[config.mk]
export PLATFORM = sky130hd
export DESIGN_NAME = neighbor_exchange_receiver_flat
export DESIGN_NICKNAME = d
export VERILOG_FILES = /design/src/rtl/neighbor_exchange_receiver_if.sv /design/src/rtl/neighbor_exchange_receiver.sv /design/src/flat_wrapper.sv
export SDC_FILE = /design/constraint.sdc
export NUM_CORES = 1
export LEC_CHECK = 0
export CAP_MARGIN = 20
export CORE_ASPECT_RATIO = 0.8
export CORE_UTILIZATION = 34
export DETAILED_ROUTE_END_ITERATION = 6
export GPL_ROUTABILITY_DRIVEN = 0
export GPL_TIMING_DRIVEN = 0
export PLACE_DENSITY = 0.51
export SLEW_MARGIN = 20
export SYNTH_ARGS = -nofsm -noshare
export SYNTH_HDL_FRONTEND = slang
export SYNTH_SLANG_ARGS = --single-unit
[constraint.sdc]
create_clock -name clk -period 14.2 [get_ports clk]
set_input_delay 2.84 -clock clk [delete_from_list [all_inputs] [get_ports clk]]
set_output_delay 2.84 -clock clk [all_outputs]
set_load 0.005 [all_outputs]
[src/rtl/neighbor_exchange_receiver_if.sv]
// Halo-exchange receive bus: per-neighbour write inputs and flow control in,
// merged activation-buffer write port and phase status out.
interface neighbor_exchange_receiver_if #(
  parameter int TILE_SIZE      = 128,
  parameter int NEIGHBOR_COUNT = 8
);
  localparam int CW = $clog2(TILE_SIZE);
  localparam int SW = $clog2(NEIGHBOR_COUNT);

  logic                               start;
  logic [NEIGHBOR_COUNT-1:0]          neighbor_present;
  logic [NEIGHBOR_COUNT-1:0][7:0]     neighbor_input_value;
  logic [NEIGHBOR_COUNT-1:0][CW-1:0]  neighbor_input_row;
  logic [NEIGHBOR_COUNT-1:0][CW-1:0]  neighbor_input_column;
  logic [NEIGHBOR_COUNT-1:0]          neighbor_input_write_enable;
  logic [NEIGHBOR_COUNT-1:0]          neighbor_exchange_done;
  logic [NEIGHBOR_COUNT-1:0]          neighbor_cts;
  logic [CW-1:0]                      buffer_row_write;
  logic [CW-1:0]                      buffer_column_write;
  logic [7:0]                         buffer_data_write;
  logic                               buffer_write_enable;
  logic [SW-1:0]                      buffer_write_source;
  logic                               receive_done;
  logic                               busy;
  logic                               overflow_error;

  modport master (
    output start, neighbor_present, neighbor_input_value, neighbor_input_row,
           neighbor_input_column, neighbor_input_write_enable, neighbor_exchange_done,
    input  neighbor_cts, buffer_row_write, buffer_column_write, buffer_data_write,
           buffer_write_enable, buffer_write_source, receive_done, busy, overflow_error
  );

  modport slave (
    input  start, neighbor_present, neighbor_input_value, neighbor_input_row,
           neighbor_input_column, neighbor_input_write_enable, neighbor_exchange_done,
    output neighbor_cts, buffer_row_write, buffer_column_write, buffer_data_write,
           buffer_write_enable, buffer_write_source, receive_done, busy, overflow_error
  );
endinterface

[src/rtl/neighbor_exchange_receiver.sv]
// Buffers halo writes from up to NEIGHBOR_COUNT neighbour tiles in per-source FIFOs
// and merges them round-robin onto a single activation-buffer write port.
module neighbor_exchange_receiver #(
  parameter int TILE_SIZE      = 128,
  parameter int NEIGHBOR_COUNT = 8,
  parameter int FIFO_DEPTH     = 4
) (
  input  logic                          clk,
  input  logic                          reset,
  neighbor_exchange_receiver_if.slave   bus
);
  localparam int CW   = $clog2(TILE_SIZE);
  localparam int SW   = $clog2(NEIGHBOR_COUNT);
  localparam int AW   = $clog2(FIFO_DEPTH);
  localparam int CNTW = AW + 1;
  localparam int EW   = 8 + 2 * CW;

  typedef enum logic [1:0] {IDLE, RECEIVE, DRAIN, DONE} state_t;

  state_t                            state_reg;
  logic [NEIGHBOR_COUNT-1:0]         done_mask_reg;
  logic [NEIGHBOR_COUNT-1:0]         cts_reg;
  logic [SW-1:0]                     last_grant_reg;
  logic [CW-1:0]                     row_reg;
  logic [CW-1:0]                     column_reg;
  logic [7:0]                        data_reg;
  logic                              write_enable_reg;
  logic [SW-1:0]                     source_reg;
  logic                              receive_done_reg;
  logic                              busy_reg;
  logic                              overflow_reg;

  logic                              active;
  logic [NEIGHBOR_COUNT-1:0]         fifo_empty;
  logic [NEIGHBOR_COUNT-1:0]         fifo_push;
  logic [NEIGHBOR_COUNT-1:0]         fifo_pop;
  logic [NEIGHBOR_COUNT-1:0]         fifo_drop;
  logic [NEIGHBOR_COUNT-1:0]         cts_next;
  logic [NEIGHBOR_COUNT-1:0][EW-1:0] fifo_head;
  logic                              grant_valid;
  logic [SW-1:0]                     grant_idx;
  logic [SW-1:0]                     cand;

  assign active = (state_reg == RECEIVE) || (state_reg == DRAIN);

  generate
    for (genvar gi = 0; gi < NEIGHBOR_COUNT; gi++) begin : g_src
      logic [EW-1:0]   mem [FIFO_DEPTH];
      logic [AW-1:0]   wr_ptr_reg;
      logic [AW-1:0]   rd_ptr_reg;
      logic [CNTW-1:0] count_reg;
      logic [CNTW-1:0] count_next;
      logic            full;

      assign full           = (count_reg == CNTW'(FIFO_DEPTH));
      assign fifo_empty[gi] = (count_reg == '0);
      assign fifo_pop[gi]   = grant_valid && (grant_idx == SW'(gi));
      // A pop on the same edge frees a slot, so a full FIFO still accepts.
      assign fifo_push[gi]  = bus.neighbor_input_write_enable[gi] && active &&
                              (!full || fifo_pop[gi]);
      assign fifo_drop[gi]  = bus.neighbor_input_write_enable[gi] && !fifo_push[gi];
      assign fifo_head[gi]  = mem[rd_ptr_reg];
      assign count_next     = count_reg + CNTW'(fifo_push[gi]) - CNTW'(fifo_pop[gi]);
      assign cts_next[gi]   = (CNTW'(FIFO_DEPTH) - count_next) >= CNTW'(2);

      always_ff @(posedge clk or posedge reset) begin
        if (reset) begin
          wr_ptr_reg <= '0;
          rd_ptr_reg <= '0;
          count_reg  <= '0;
        end else begin
          if (fifo_push[gi]) wr_ptr_reg <= wr_ptr_reg + 1'b1;
          if (fifo_pop[gi])  rd_ptr_reg <= rd_ptr_reg + 1'b1;
          count_reg <= count_next;
        end
      end

      always_ff @(posedge clk) begin
        if (fifo_push[gi])
          mem[wr_ptr_reg] <= {bus.neighbor_input_value[gi], bus.neighbor_input_row[gi],
                              bus.neighbor_input_column[gi]};
      end
    end
  endgenerate

  // Round-robin: search upward from the source after the last grant.
  always_comb begin
    grant_valid = 1'b0;
    grant_idx   = '0;
    cand        = '0;
    for (int k = 1; k <= NEIGHBOR_COUNT; k++) begin
      cand = SW'((int'(last_grant_reg) + k) % NEIGHBOR_COUNT);
      if (!grant_valid && !fifo_empty[cand]) begin
        grant_valid = 1'b1;
        grant_idx   = cand;
      end
    end
  end

  always_ff @(posedge clk or posedge reset) begin
    if (reset) begin
      state_reg        <= IDLE;
      done_mask_reg    <= '0;
      cts_reg          <= '0;
      last_grant_reg   <= SW'(NEIGHBOR_COUNT - 1);
      row_reg          <= '0;
      column_reg       <= '0;
      data_reg         <= '0;
      write_enable_reg <= 1'b0;
      source_reg       <= '0;
      receive_done_reg <= 1'b0;
      busy_reg         <= 1'b0;
      overflow_reg     <= 1'b0;
    end else begin
      write_enable_reg <= grant_valid;
      if (grant_valid) begin
        last_grant_reg <= grant_idx;
        source_reg     <= grant_idx;
        data_reg       <= fifo_head[grant_idx][EW-1 -: 8];
        row_reg        <= fifo_head[grant_idx][2*CW-1 -: CW];
        column_reg     <= fifo_head[grant_idx][CW-1:0];
      end

      if (state_reg == IDLE && bus.start) overflow_reg <= |fifo_drop;
      else                                overflow_reg <= overflow_reg | (|fifo_drop);

      case (state_reg)
        IDLE: begin
          receive_done_reg <= 1'b0;
          if (bus.start) begin
            state_reg     <= RECEIVE;
            done_mask_reg <= ~bus.neighbor_present;
            busy_reg      <= 1'b1;
            cts_reg       <= cts_next;
          end else begin
            busy_reg <= 1'b0;
            cts_reg  <= '0;
          end
        end
        RECEIVE: begin
          done_mask_reg <= done_mask_reg | bus.neighbor_exchange_done;
          busy_reg      <= 1'b1;
          cts_reg       <= cts_next;
          if (&done_mask_reg) state_reg <= DRAIN;
        end
        DRAIN: begin
          // A push landing on this edge keeps us draining.
          if ((&fifo_empty) && !(|fifo_push)) begin
            state_reg        <= DONE;
            busy_reg         <= 1'b0;
            cts_reg          <= '0;
            receive_done_reg <= 1'b1;
          end else begin
            busy_reg <= 1'b1;
            cts_reg  <= cts_next;
          end
        end
        default: begin
          state_reg        <= IDLE;
          receive_done_reg <= 1'b0;
          busy_reg         <= 1'b0;
          cts_reg          <= '0;
        end
      endcase
    end
  end

  assign bus.neighbor_cts        = cts_reg;
  assign bus.buffer_row_write    = row_reg;
  assign bus.buffer_column_write = column_reg;
  assign bus.buffer_data_write   = data_reg;
  assign bus.buffer_write_enable = write_enable_reg;
  assign bus.buffer_write_source = source_reg;
  assign bus.receive_done        = receive_done_reg;
  assign bus.busy                = busy_reg;
  assign bus.overflow_error      = overflow_reg;
endmodule

[src/flat_wrapper.sv]
// flat-port wrapper written by rule: the top's interface ports become plain ports
module neighbor_exchange_receiver_flat 
#(
  parameter int TILE_SIZE      = 128,
  parameter int NEIGHBOR_COUNT = 8,
  parameter int FIFO_DEPTH     = 4
)
  (clk, reset, bus_start, bus_neighbor_present, bus_neighbor_input_value, bus_neighbor_input_row, bus_neighbor_input_column, bus_neighbor_input_write_enable, bus_neighbor_exchange_done, bus_neighbor_cts, bus_buffer_row_write, bus_buffer_column_write, bus_buffer_data_write, bus_buffer_write_enable, bus_buffer_write_source, bus_receive_done, bus_busy, bus_overflow_error);
  neighbor_exchange_receiver_if #(.TILE_SIZE(TILE_SIZE), .NEIGHBOR_COUNT(NEIGHBOR_COUNT)) bus_i ();
  input  logic clk;
  input  logic reset;
  input wire logic [$bits(bus_i.start)-1:0] bus_start;
  input wire logic [$bits(bus_i.neighbor_present)-1:0] bus_neighbor_present;
  input wire logic [$bits(bus_i.neighbor_input_value)-1:0] bus_neighbor_input_value;
  input wire logic [$bits(bus_i.neighbor_input_row)-1:0] bus_neighbor_input_row;
  input wire logic [$bits(bus_i.neighbor_input_column)-1:0] bus_neighbor_input_column;
  input wire logic [$bits(bus_i.neighbor_input_write_enable)-1:0] bus_neighbor_input_write_enable;
  input wire logic [$bits(bus_i.neighbor_exchange_done)-1:0] bus_neighbor_exchange_done;
  output wire logic [$bits(bus_i.neighbor_cts)-1:0] bus_neighbor_cts;
  output wire logic [$bits(bus_i.buffer_row_write)-1:0] bus_buffer_row_write;
  output wire logic [$bits(bus_i.buffer_column_write)-1:0] bus_buffer_column_write;
  output wire logic [$bits(bus_i.buffer_data_write)-1:0] bus_buffer_data_write;
  output wire logic [$bits(bus_i.buffer_write_enable)-1:0] bus_buffer_write_enable;
  output wire logic [$bits(bus_i.buffer_write_source)-1:0] bus_buffer_write_source;
  output wire logic [$bits(bus_i.receive_done)-1:0] bus_receive_done;
  output wire logic [$bits(bus_i.busy)-1:0] bus_busy;
  output wire logic [$bits(bus_i.overflow_error)-1:0] bus_overflow_error;
  assign bus_i.start = bus_start;
  assign bus_i.neighbor_present = bus_neighbor_present;
  assign bus_i.neighbor_input_value = bus_neighbor_input_value;
  assign bus_i.neighbor_input_row = bus_neighbor_input_row;
  assign bus_i.neighbor_input_column = bus_neighbor_input_column;
  assign bus_i.neighbor_input_write_enable = bus_neighbor_input_write_enable;
  assign bus_i.neighbor_exchange_done = bus_neighbor_exchange_done;
  assign bus_neighbor_cts = bus_i.neighbor_cts;
  assign bus_buffer_row_write = bus_i.buffer_row_write;
  assign bus_buffer_column_write = bus_i.buffer_column_write;
  assign bus_buffer_data_write = bus_i.buffer_data_write;
  assign bus_buffer_write_enable = bus_i.buffer_write_enable;
  assign bus_buffer_write_source = bus_i.buffer_write_source;
  assign bus_receive_done = bus_i.receive_done;
  assign bus_busy = bus_i.busy;
  assign bus_overflow_error = bus_i.overflow_error;
  neighbor_exchange_receiver #(.TILE_SIZE(TILE_SIZE), .NEIGHBOR_COUNT(NEIGHBOR_COUNT), .FIFO_DEPTH(FIFO_DEPTH)) u_core (.clk(clk), .reset(reset), .bus(bus_i));
endmodule
==> flow_summary_export.csv <==
group,metric,value,unit
clock_network,htreeDepth,3,
floorplan,die_width,353,µm
power_and_ir_drop,peakVddDrop,0.144,mV
yosys,ys_types,64,
timing,rsz0062_at_grt,"false",
timing,fin_setup_tns,0,ps
clock_network,ctsHoldBuffers,0,
finish,area_growth,20.7,%
yosys,synthTopCellsByCount,"704 x edfxtp_1, 183 x mux4_2, 112 x nand2_1",
critical_path,crit_path_top_delay_cell,"a31oi_1",
critical_path,cp_max_fo,10,
drt,firstDrtPassIters,6,
power_and_ir_drop,p_clk_share,21.4,%
clock_network,cts_tree,"built",
clock_network,cts.sinks,810,
yosys,synthTopCellsByArea,"edfxtp_1 63%, mux4_2 12%, dfrtp_1 7.7%",
critical_path,critical_path_class,"register to register",
grt,grt_max_degree,65,
power_and_ir_drop,switchingPower,0.00415,W
yosys,yosys_warnings,0,
floorplan,io_pins,240,
floorplan,start_util,34.5,%
critical_path,slowest_delay,840,ps
placed_design,hpwlAfterDp,63200,µm
drt,vias_per_cell,5.06,
clock_network,numCtsBuffers,85,
placed_design,numPortBuffers,239,
drt,vias,17926,
flow_run,maxCapViolations,0,
finish,final_cell_count_no_fill,3540,
timing,whs,469,ps
yosys,ys_ff_latch,810,
floorplan,dieHeight,283,µm
power_and_ir_drop,combPwrFrac,46.3,%
timing,worst_pin_slew,1150,ps
drt,drc_errors,0,
worst_hold_path,min_path_type,"register to register",
outcome,status,"complete, no violations",
power_and_ir_drop,intPower,0.00631,W
clock_network,clkTransAtPathRegs,60,ps
timing,maxSlewHeadroom,23.6,%
grt,antenna_found_initial,14,
yosys,netlist_area,0.0335,mm²
critical_path,worst_path_dominant_cell_family,"compound AO/OA/AOI/OAI gates",
grt,grt_overflow,0,
finish,drive_gt1_share,17.4,%
timing,fin_skew,39.0,ps
power_and_ir_drop,seqPwrFrac,32.3,%
placed_design,dp_cells,3379,
power_and_ir_drop,power,0.0105,W
grt,grt_first_pass_wirelength,128000,µm
timing,fin_crit,7320,ps
grt,gr-usage-all-layers,17.9,%
critical_path,crit_buf_inv,7,
clock_network,ctsResizeCount,0,
critical_path,startpoint_type,"register",
clock_network,post_cts_buffers,0,
yosys,yosysTopAreaCellShare,63.1,%
timing,fin_crit_sh,51.5,%
critical_path,rrSetupSlack,6880,ps
timing,finalHoldViolations,0,
finish,largest_reg_flops,704,
power_and_ir_drop,p_leak,13.7,nW
yosys,syn_area_per_cell,18.2,µm²
drt,drt-initial-drc-count,1644,
floorplan,row_count,102,
clock_network,cts_max_path_buffers,3,
drt,routedWlPerCell,25.0,µm
finish,utilization,41.6,%
critical_path,path_cells,"inv_1 -> clkbuf_1 -> ha_1 -> buf_2 -> buf_1 -> a2111o_1 -> o211a_1 -> nand4_1 -> and3b_2 -> o21ai_1 -> o21ai_1 -> nand2_1 -> a31oi_1 -> inv_1 -> ha_1 -> inv_1 -> ha_1 -> fa_1 -> inv_1 -> ha_1 -> xnor2_1 -> a31oi_1",
yosys,synth-edff-count,704,
yosys,synthArstFlopShare,13.1,%
yosys,synth_most_common_cell,"edfxtp_1",
yosys,synth_ff_type,"edfxtp_1",
floorplan,die-area,0.0999,mm²
floorplan,core_area,0.0972,mm²
drt,drt-total-wl,88600,µm
yosys,yosysTopAreaCell,"edfxtp_1",
clock_network,insertion_delay,660,ps
yosys,syn_nets,2120,
power_and_ir_drop,p_per_area,259,mW/mm²
clock_network,root_buffer,"clkbuf_16",
finish,nets,2447,
yosys,synth_cells,1839,
timing,finalSetupViolations,0,
power_and_ir_drop,p_sw_share,39.7,%
drt,ant_nets,0,
yosys,yosysSeqAreaShare,71.0,%
timing,fmax,137,MHz
critical_path,end_kind,"register",
critical_path,required,14710,ps
timing,final_max_slew_viol_count,0,
critical_path,cp.arrival,7820,ps
grt,grt_pass1_vias,18508,
metrics by stage:
step           setup WS, ps  cell area (µm²)
2_1_floorplan          8580            33500
5_1_grt                6340            40500
6_report               6880            40500
3_5_place_dp           6690            37600
4_1_cts                6650            40400
3_3_place_gp           5880            37500
path summary, 6_finish.rpt:
kind / cells past startpoint / startpoint / endpoint
setup / recovery: 22 / u_core.last_grant_reg[0] / u_core.bus.neighbor_cts[0]
hold / removal: 2 / u_core.bus.buffer_column_write[0] / u_core.bus.buffer_column_write[0]
setup reg to reg: 22 / u_core.last_grant_reg[0] / u_core.bus.neighbor_cts[0]
hold reg to reg: 2 / u_core.bus.buffer_column_write[0] / u_core.bus.buffer_column_write[0]
max in group asynchronous: 3 / reset / u_core.g_src[4].rd_ptr_reg[0]
min in group asynchronous: 2 / reset / u_core.bus.neighbor_cts[3]
power by group through the flow:
stage | sequential, W | combinational (W) | clock (W)
after floorplan | 0.00335 | 0.00312 | 0
after global placement | 0.00341 | 0.00483 | 0
after detailed placement | 0.00343 | 0.00490 | 0
after CTS | 0.00338 | 0.00492 | 0.00229
after global routing | 0.00343 | 0.00532 | 0.00238
final | 0.00338 | 0.00485 | 0.00224
cells in the final DEF, fill, tap and decap left out, types with 28 or more instances in the layout:
master,synthesis,routed
a211oi_1,28,28
a21oi_1,40,40
and2_2,0,32
clkbuf_1,67,81
clkbuf_16,0,85
clkdlybuf4s50_1,0,239
dfrtp_1,103,103
edfxtp_1,704,704
ha_1,70,70
inv_1,92,91
mux2i_1,64,64
mux4_2,183,183
nand2_1,112,112
nor2_1,36,36
o21ai_0,43,43
xnor2_1,43,43
layer usage:
layer / wire length (µm) / GRT usage (%) / part of all wire [%]
met5: 80 / 0 / 0.090
met2: 41700 / 28.4 / 47
met3: 6130 / 3.74 / 6.9
met4: 1600 / 4.22 / 1.8
met1: 39000 / 25.1 / 44
kinds of logic after synthesis:
kind of cell / share of synthesized area (%)
AO/OA/AOI/OAI: 4.06
XOR/XNOR: 1.36
adder cells (fa/ha/maj): 3.09
buffers and inverters: 2.06
flip-flops: 71.0
multiplexers: 14.7
AND/OR/NAND/NOR: 3.74
final cells by class:
class	count	area (µm²)
timing repair buffer	240	2420
fill	8757	56800
tap	1300	1630
clock inverter	55	593
buffer	89	343
sequential	810	23800
antenna	4	10.0
inverter	93	357
multi-input combinational	847	9100
clock buffer	102	2220
tightest hold or removal path: cells and delay by family (launching register included):
| kind | cells | cell delay (ps) |
|---|---|---|
| flip-flops | 1 | 340 |
| AND/OR/NAND/NOR | 2 | 100 |
No activity file was read; power rests on OpenSTA's default activity.
